--- src/rtl/key_sequencer.sv ---
// key_sequencer: run-length key event recorder with one-shot or looping cycle-exact playback
module key_sequencer #(
  parameter int KEY_W   = 4,
  parameter int DEPTH   = 32,
  parameter int DUR_W   = 26,
  parameter int MAX_DUR = 49_999_999
) (
  input  logic                         clock,
  input  logic                         reset,
  input  logic                         rec_start,
  input  logic                         play_start,
  input  logic                         stop,
  input  logic                         loop_en,
  input  logic [KEY_W-1:0]             keys,
  output logic [KEY_W-1:0]             playback_keys,
  output logic [1:0]                   mode,
  output logic [$clog2(DEPTH+1)-1:0]   length,
  output logic                         full
);
  localparam int LW = $clog2(DEPTH + 1);
  localparam int AW = $clog2(DEPTH);
  localparam logic [1:0] IDLE = 2'b00, REC = 2'b01, PLAY = 2'b10;

  logic [1:0]       r_state, w_next;
  logic [KEY_W-1:0] r_pk, r_held;
  logic [LW-1:0]    r_len;
  logic             r_full;
  logic [DUR_W-1:0] r_dur, r_remain;
  logic [AW-1:0]    r_rd, w_rd_nxt, w_ld;
  logic [KEY_W-1:0] r_mem_k [DEPTH];
  logic [DUR_W-1:0] r_mem_d [DEPTH];
  logic             w_dur_max, w_wr, w_wr_last, w_rd_last;

  assign w_dur_max = r_dur == DUR_W'(MAX_DUR);
  assign w_wr      = r_state == REC && (stop || keys != r_held || w_dur_max);
  assign w_wr_last = w_wr && r_len == LW'(DEPTH - 1);
  assign w_rd_last = LW'(r_rd) == r_len - LW'(1);
  assign w_rd_nxt  = r_rd + AW'(1);
  // the write pointer is the entry count itself; reads wrap to entry 0 at the end and when starting from IDLE
  assign w_ld      = (r_state == PLAY && !w_rd_last) ? w_rd_nxt : '0;

  // state register
  always_ff @(posedge clock or negedge reset)
    if (!reset) r_state <= IDLE;
    else        r_state <= w_next;

  // next-state logic; only the three legal encodings are ever produced
  always_comb begin
    w_next = IDLE;
    case (r_state)
      IDLE:    w_next = rec_start ? REC : (play_start && r_len != '0) ? PLAY : IDLE;
      REC:     w_next = (stop || w_wr_last) ? IDLE : REC;
      PLAY:    w_next = (stop || (r_remain == '0 && w_rd_last && !loop_en)) ? IDLE : PLAY;
      default: w_next = IDLE;
    endcase
  end

  // outputs decoded from the state register and datapath registers
  always_comb begin
    mode          = r_state;
    playback_keys = r_pk;
    length        = r_len;
    full          = r_full;
  end

  // entry storage is deliberately unreset; slots at or above length are don't-care
  always_ff @(posedge clock)
    if (w_wr) begin
      r_mem_k[r_len[AW-1:0]] <= r_held;
      r_mem_d[r_len[AW-1:0]] <= r_dur;
    end

  // recording counters and playback datapath
  always_ff @(posedge clock or negedge reset)
    if (!reset) begin
      r_pk     <= '0;
      r_held   <= '0;
      r_len    <= '0;
      r_full   <= 1'b0;
      r_dur    <= '0;
      r_remain <= '0;
      r_rd     <= '0;
    end else
      case (r_state)
        IDLE:
          if (rec_start) begin
            r_len  <= '0;
            r_full <= 1'b0;
            r_held <= keys;
            r_dur  <= '0;
          end else if (play_start && r_len != '0) begin
            r_pk     <= r_mem_k[w_ld];
            r_remain <= r_mem_d[w_ld];
            r_rd     <= '0;
          end
        REC: begin
          if (w_wr) begin
            r_len  <= r_len + LW'(1);
            r_full <= w_wr_last;
          end
          if (!stop) begin
            r_held <= keys;
            r_dur  <= (keys != r_held || w_dur_max) ? '0 : r_dur + DUR_W'(1);
          end
        end
        PLAY:
          if (stop) r_pk <= '0;
          else if (r_remain != '0) r_remain <= r_remain - DUR_W'(1);
          else if (w_rd_last && !loop_en) r_pk <= '0;
          else begin
            r_rd     <= w_ld;
            r_pk     <= r_mem_k[w_ld];
            r_remain <= r_mem_d[w_ld];
          end
        default: r_pk <= '0;
      endcase
endmodule
--- config.mk ---
export PLATFORM = sky130hd
export DESIGN_NAME = key_sequencer
export DESIGN_NICKNAME = d
export VERILOG_FILES = /design/src/rtl/key_sequencer.sv
export SDC_FILE = /design/constraint.sdc
export NUM_CORES = 1
export LEC_CHECK = 0
export CORE_MARGIN = 1
export CORE_UTILIZATION = 45
export CTS_CLUSTER_SIZE = 25
export DETAILED_ROUTE_END_ITERATION = 12
export GPL_TIMING_DRIVEN = 0
export SLEW_MARGIN = 20
export SYNTH_ARGS = -nofsm -noshare
export SYNTH_HDL_FRONTEND = slang
export SYNTH_SLANG_ARGS = --single-unit
--- constraint.sdc ---
create_clock -name clock -period 4.7 [get_ports clock]
set_input_delay 0.94 -clock clock [delete_from_list [all_inputs] [get_ports clock]]
set_output_delay 0.94 -clock clock [all_outputs]
set_load 0.01 [all_outputs]
==> key figures, run 1 <==
Synthesis
  – EDFF count, synth: 960
  – Count leader, synth: edfxtp_1
  – Synth top cells by count: 960 x edfxtp_1, 177 x mux2i_1, 176 x nor2_1
  – Synth Area in Adders: 0.00212
  – Syn nets: 2696
  – Area leader, netlist: edfxtp_1
  – Largest family of logic cells by synthesized area: compound AO/OA/AOI/OAI gates
  – Post-synthesis xor/xnor area fraction: 0.00551
  – Synth area leaders: edfxtp_1 70%, dfrtp_1 4.5%, mux2i_1 4.3%, o21ai_0 1.7%, nor2_1 1.6%
  – Post-synth top area share: 0.697
  – Simple-gate share of the synthesized area: 0.0536
  – Sequential-to-total area share from yosys stat: 0.742
  – Synth Area in Compound Gates: 0.118
  – Cells after Synth: 2679
  – Netlist cell types: 85
  – Ys flop type: edfxtp_1
  – Ys async rst share: 0.0716
  – Synthesized flop and latch total: 1034
  – Mapped Area: 0.0413 mm^2
  – Avg Synthesized Cell Area: 15.4 um^2
  – Yosys warning count: 0
  – Post-synthesis mux area share: 0.0598

Setup path
  – WP data required: 5.26 ns
  – Startpoint class of the critical path: flop
  – CP Data Arrival Time: 5.31 ns
  – Critical path capture point type: flop
  – FF-to-FF setup slack: -0.05 ns
  – Delay-heaviest family, CP: compound AO/OA/AOI/OAI gates
  – Worst Path Class, Setup: flop to flop
  – Bufs and invs on worst path: 3
  – Cell chain of the critical path: nor2b_1, buf_1, nand2_1, a21oi_1, buf_2, buf_2, a21oi_1, a2bb2oi_2, o221ai_2, a221oi_1
  – Worst-path maximum fanout: 10
  – Max incr delay on CP: 0.73 ns
  – Crit path max-delay cell type: dfrtp_1

Clocking
  – CTS tree: built
  – CTS clk-pin slew, worst paths: 0.06 ns
  – Sink Count: 1034
  – H-tree lvl count: 3
  – Root Driver: clkbuf_16
  – Clock buffer depth: 3
  – Worst skew pair latency: 0.69 ns
  – CTS buffer count: 105

Final layout
  – Nets@finish: 2879
  – Layout cell share with drive strength beyond 1: 0.159
  – Area Overhead vs Synth: 16.8%
  – Non-Filler Instances: 4129
  – Number of fill cells: 7290

Floorplanning
  – Die width: 305 um
  – Initial Util: 0.456
  – Die H: 305 um
  – I/O pin cnt: 23
  – Core area: 0.0906 mm^2
  – Die Area: 0.0931 mm^2
  – Row count: 110

Routing
  – Wirelength, routed: 149000 um
  – Via density: 6.65
  – DRT Pass-1 Iters: 8
  – Remaining antenna violation count: 0
  – DRC: 0
  – Vias: 27.4k
  – First-iteration detailed-routing DRC count: 4465
  – WL/cell: 36.2 um

Timing
  – Setup TNS: -0.0755 ns
  – Clock skew: 0.0366 ns
  – Slew @ Worst Pin: 1.31 ns
  – Relative slew margins: 0.127
  – Final WS setup: -0.0471 ns
  – RSZ-0062 raised after global routing: false
  – Highest clock rate: 211 MHz
  – Final hold violation count: 0
  – Final Setup Violations: 2
  – Pins Over Slew Limit: 0
  – Final period util: 1.01
  – Fin Hold WS: 0.195 ns
  – Crit path time final: 4.75 ns

Pwr
  – Maximum vdd drop: 0.305 mV
  – Leakage: 15.8 nW
  – Power density over the cells: 536 mW/mm^2

Global routing
  – First-pass GRT wire length: 205000 um
  – Antenna violations before repair: 6
  – Gr usage total: 0.319
  – Congestion Overflow GR: 0
  – Largest net degree at the start of global routing: 44
  – Vias in the first global route: 25.9k

Status
  – Status: finished, violations left
  – Failing checks: setup timing

Hold path
  – Worst hold path class: input port to async pin

Flow run
  – Max-cap violations: 0

Place
  – Final HPWL DP: 101000 um
  – DP Cell Count: 3932
  – IO buf count: 22
  – Final Wtd Congestion: 0.988
[metal layers]
layer,vias to the layer above,global-route usage,part of all wire
met5,-,0,0.00018
met4,4,0.148,0.051
met3,324,0.0713,0.12
met2,1899,0.476,0.44
met1,14100,0.444,0.39
li1,11100,-,-
[flip-flops by register name, indices dropped and copies added, names as in the netlist]
name	count
r_mem_k	128
mode	2
r_held	4
full	1
r_dur	26
r_mem_d	832
r_remain	26
r_rd	5
playback_keys	4
length	6
[layout make-up]
type	instances	area, um^2	share of cell area
Timing Repair Buffer	80	1490	0.0309
Sequential cell	1034	30700	0.636
Inverter	24	90.1	0.00187
Clock inverter	46	458	0.00949
Buffer	153	757	0.0157
Antenna cell	3	7.51	0.000156
Tap cell	1176	1470	0.0305
Clock buffer	149	2930	0.0607
Multi-Input combinational cell	1464	10400	0.214
[where the power goes]
| part | leakage, nW | switching, mW | internal (mW) |
|---|---|---|---|
| logic | 3.93 | 4.74 | 1.81 |
| clock network | 1.64 | 3.52 | 4.82 |
| registers | 10.3 | 0.467 | 10.5 |
| total | 15.8 | 8.72 | 17.2 |
[worst register-to-register path: stages, from the launching register on]
cell,delay [ns]
dfrtp_1,0.73
nor2b_1,0.23
buf_1,0.57
nand2_1,0.49
a21oi_1,0.36
buf_2,0.37
buf_2,0.53
a21oi_1,0.28
a2bb2oi_2,0.46
o221ai_2,0.30
a221oi_1,0.29
[per-stage QoR]
step / power, mW / utilization / instance area [um^2] / setup WS, ns
6_report: 25.9 / 0.533 / 48300 / -0.0471
5_1_grt: 26.5 / 0.533 / 48300 / 0.0208
4_1_cts: 25.7 / 0.532 / 48200 / -0.0209
3_5_place_dp: 17.4 / 0.493 / 44600 / -0.890
3_3_place_gp: 17.2 / 0.475 / 43000 / -2.24
2_1_floorplan: 14.3 / - / 41300 / 0.748
[repair_timing]
item                       CTS  global route
pin swaps                    2             1
setup endpoints to repair   29            25
setup buffers                3             0
hold endpoints to repair     0             0
gates resized for setup     44            27
hold buffers                 0             0
[path summary, 6_finish.rpt]
kind / from / cells past startpoint / end
setup / recovery: mode[1] / 10 / r_remain[3]
hold / removal: reset / 1 / r_dur[12]
setup reg to reg: mode[1] / 10 / r_remain[3]
hold reg to reg: full / 1 / full
max in group asynchronous: reset / 2 / r_held[3]
min in group clock: full / 1 / full
[placed cells by master (no fill, tap or decap), types with 13 or more instances in the layout]
| master | Yosys | routed |
|---|---|---|
| nor2_1 | 176 | 141 |
| dfrtp_1 | 74 | 43 |
| nor3_1 | 42 | 39 |
| o221ai_1 | 27 | 25 |
| dfrtp_2 | 0 | 31 |
| buf_16 | 0 | 28 |
| nand4_1 | 19 | 19 |
| a221o_1 | 20 | 20 |
| a221oi_1 | 49 | 47 |
| o22ai_1 | 75 | 73 |
| clkbuf_2 | 1 | 21 |
| nand3_1 | 33 | 33 |
| xor2_1 | 16 | 16 |
| nand2_1 | 147 | 146 |
| nor2_4 | 0 | 32 |
| a222oi_1 | 28 | 28 |
| clkbuf_16 | 0 | 110 |
| clkbuf_1 | 80 | 88 |
| nand2b_1 | 18 | 18 |
| o211ai_1 | 20 | 20 |
| clkdlybuf4s50_1 | 0 | 21 |
| mux2_2 | 52 | 52 |
| o31ai_1 | 22 | 22 |
| buf_4 | 4 | 13 |
| o21ai_0 | 138 | 134 |
| mux2i_1 | 177 | 177 |
| clkinv_1 | 1 | 21 |
| buf_12 | 0 | 22 |
| a31oi_1 | 14 | 13 |
| a21oi_1 | 127 | 127 |
| a211oi_1 | 44 | 37 |
| inv_1 | 23 | 22 |
| edfxtp_1 | 960 | 960 |
| buf_2 | 52 | 58 |
| a22oi_1 | 24 | 23 |
| o2bb2ai_1 | 16 | 16 |
[kinds of logic (layout without fill, tap and decap cells)]
kind of cell,Yosys count,count (layout)
XOR/XNOR,26,26
AND/OR/NAND/NOR,493,493
multiplexers,234,234
adder cells (fa/ha/maj),7,7
other,0,3
AO/OA/AOI/OAI,704,704
buffers and inverters,181,452
flip-flops,1034,1034
Power figures use the tool's default switching activity.
==> run 2: changes to the inputs <==
Settings changed: PLACE_DENSITY set to 0.6.
==> results of run 2 <==
Same layout as run 1: the final DEF is identical, and so are final timing and power.
==> edit (settings of run 1) <==
Add an input register stage for `keys`, with the module's reset; this delays it by one clock. The other inputs are not delayed to match.
--- a/src/rtl/key_sequencer.sv
+++ b/src/rtl/key_sequencer.sv
@@ -23,2 +23,12 @@
 
+  logic [KEY_W-1:0] keys_q;
+
+  always_ff @(posedge clock or negedge reset) begin
+    if (!reset) begin
+      keys_q <= '0;
+    end else begin
+      keys_q <= keys;
+    end
+  end
+
   logic [1:0]       r_state, w_next;
@@ -34,3 +44,3 @@
   assign w_dur_max = r_dur == DUR_W'(MAX_DUR);
-  assign w_wr      = r_state == REC && (stop || keys != r_held || w_dur_max);
+  assign w_wr      = r_state == REC && (stop || keys_q != r_held || w_dur_max);
   assign w_wr_last = w_wr && r_len == LW'(DEPTH - 1);
@@ -88,3 +98,3 @@
             r_full <= 1'b0;
-            r_held <= keys;
+            r_held <= keys_q;
             r_dur  <= '0;
@@ -101,4 +111,4 @@
           if (!stop) begin
-            r_held <= keys;
-            r_dur  <= (keys != r_held || w_dur_max) ? '0 : r_dur + DUR_W'(1);
+            r_held <= keys_q;
+            r_dur  <= (keys_q != r_held || w_dur_max) ? '0 : r_dur + DUR_W'(1);
           end
Function: changed (a bounded check fails within 4 cycles, from zero or initial values and one cycle with reset low).
==> edit against run 1 <==
Sequential cell count grew 4. Total power grew 1.4%. The flow still finishes with violations (negative setup slack). Routed wire length grew 25%. Final area grew 3.5%. Synthesized cell count grew 9.1%. Worst setup slack lost 52 ps. Synthesized area grew 2.4%.
==> edit: results (changes against run 1) <==
** Status
- The flow ran to the end, but the final reports show violations.
- The checks that failed: negative setup slack.

** Worst setup path
- In this run the worst setup path begins at r_rd[0]$_DFFE_PN0P_.
- The stage delay of the slowest cell on the critical path is 940 ps (+210 ps).
- The arrival time of the worst setup path was 5380 ps (+70 ps).
- The depth of the worst register-to-register path was 12 (+2).
- Cell with the largest stage delay on the worst path :: sky130_fd_sc_hd__clkbuf_1

** STA
- Final worst clock skew :: 24.7 ps (-12.0 ps)
- The minimum setup slack in the final design was -99.2 ps (-52.0 ps).
- The count of final setup violators came to 9 (+7).
- Worst-Margin Slew :: 1350 ps (+47.7 ps)

** Power
- Leakage :: 16.1 nW (+1.7%)

** Drt
- Detail-routed net length per standard cell :: 41.6 um (+15%)
- Initial DRT Pass Iterations :: 6 (-2)
- The first-iteration detailed-routing DRC count came to 5,776 (+29%).

** Synthesis
- The portion of the post-synthesis area used by sequential elements was 72.7% (-1.5 points).
- Ranked by instance count, the synthesized netlist is headed by 960 x sky130_fd_sc_hd__edfxtp_1, 214 x sky130_fd_sc_hd__nand2_1, 213 x sky130_fd_sc_hd__nor2_1.
- Share of flip-flops with an asynchronous set or reset :: 7.51% (+0.36 points)
- Ranked by total cell area, the synthesized netlist is headed by sky130_fd_sc_hd__edfxtp_1 68%, sky130_fd_sc_hd__dfrtp_1 4.6%, sky130_fd_sc_hd__mux2i_1 2.7%.
- Number of instances in the synthesized netlist :: 2,924 (+9.1%)
- Count of different cell masters after synthesis :: 97 (+14%)

** GRT
- The number of antenna violations at the first check in global routing was 14 (+8).

** Cells and area
- The fraction of layout cells with a size suffix above 1 was 15.8% (-0.055 points).
- Final-layout fill cell count :: 7,586 (+4.1%)

** Clocking
- Number of buffers created by CTS :: 110 (+4.8%)

** Placed design
- Final HPWL from detailed placement :: 127,000 um (+25%)
-- edit: cell count changes after synthesis, sizes merged, moves of 22 or more --
cell	change
nor3	+25
mux2i	-61
mux2	-24
nor2	+35
or3	+26
clkbuf	+35
o21ai	+40
nand3	+24
a31oi	+22
a221oi	-22
nand2	+67
-- edit: logic make-up after synthesis --
logic type | share of synthesized area, %
adders and majority gates | 0.207
and+or+nand+nor | 7.86
buffers and inverters | 2.04
DFF | 72.7
AOI/OAI and AO/OA | 12.6
xor gates and xnor gates | 0.662
muxes | 3.84
-- edit: power by group --
| group | internal [W] | switching (W) |
|---|---|---|
| Clock | 0.00521 | 0.00377 |
| Combinational | 0.00155 | 0.00464 |
| Sequential | 0.0106 | 0.000521 |
-- edit: what timing repair did --
item,4_1_cts,5_1_grt
resized for setup,55,43
buffers inserted,1,2
hold endpoints to repair,0,0
pin swaps,1,2
setup endpoints to repair,30,25
-- edit: how the worst min path moves through the flow --
stage	to	slack [ps]	cells after the start	from
floorplan	r_held[0]$_DFFE_PN0P_	460	2	keys_q[0]$_DFF_PN0_
global placement	full$_DFFE_PN0P_	470	1	full$_DFFE_PN0P_
detailed placement	full$_DFFE_PN0P_	480	1	full$_DFFE_PN0P_
CTS	keys_q[2]$_DFF_PN0_	120	1	reset
global route	keys_q[0]$_DFF_PN0_	140	1	reset
finish	keys_q[2]$_DFF_PN0_	130	1	reset
-- edit: stage by stage --
step | instance area (um2) | utilization, % | setup WS (ps)
final | 50000 | 53.6 | -99.2
after CTS | 49800 | 53.4 | -21.3
after global placement | 44100 | 47.3 | -3840
after detailed placement | 45900 | 49.3 | -962
after floorplan | 42300 | - | 1060
after global routing | 50000 | 53.6 | -3.97
-- edit: per-layer routing --
metal | share of wire [%] | up-vias | global-route usage [%]
li1 | - | 12000 | -
met1 | 36 | 15700 | 52.0
met2 | 43 | 2955 | 57.9
met3 | 15 | 598 | 11.7
met4 | 6.4 | 10 | 20.8
met5 | 0.032 | - | 0
-- edit: cell type report --
cell class / count / share of cell area (%)
plain buffers: 191 / 1.91
repair buffers: 97 / 3.52
clock inverters: 61 / 1.36
clock buffers: 145 / 6.02
flip-flops and latches: 1038 / 61.7
inverters: 13 / 0.0976
multi-input cells: 1681 / 22.3
well taps: 1254 / 3.14
diodes: 1 / 0.00501
-- edit: worst max-delay path: cells and delay by family, from the launching register on --
| family | cells | cell delay, ps |
|---|---|---|
| flip-flops | 1 | 510 |
| adder cells (fa/ha/maj) | 1 | 420 |
| AND/OR/NAND/NOR | 2 | 380 |
| buffers and inverters | 4 | 2130 |
| AO/OA/AOI/OAI | 5 | 1200 |
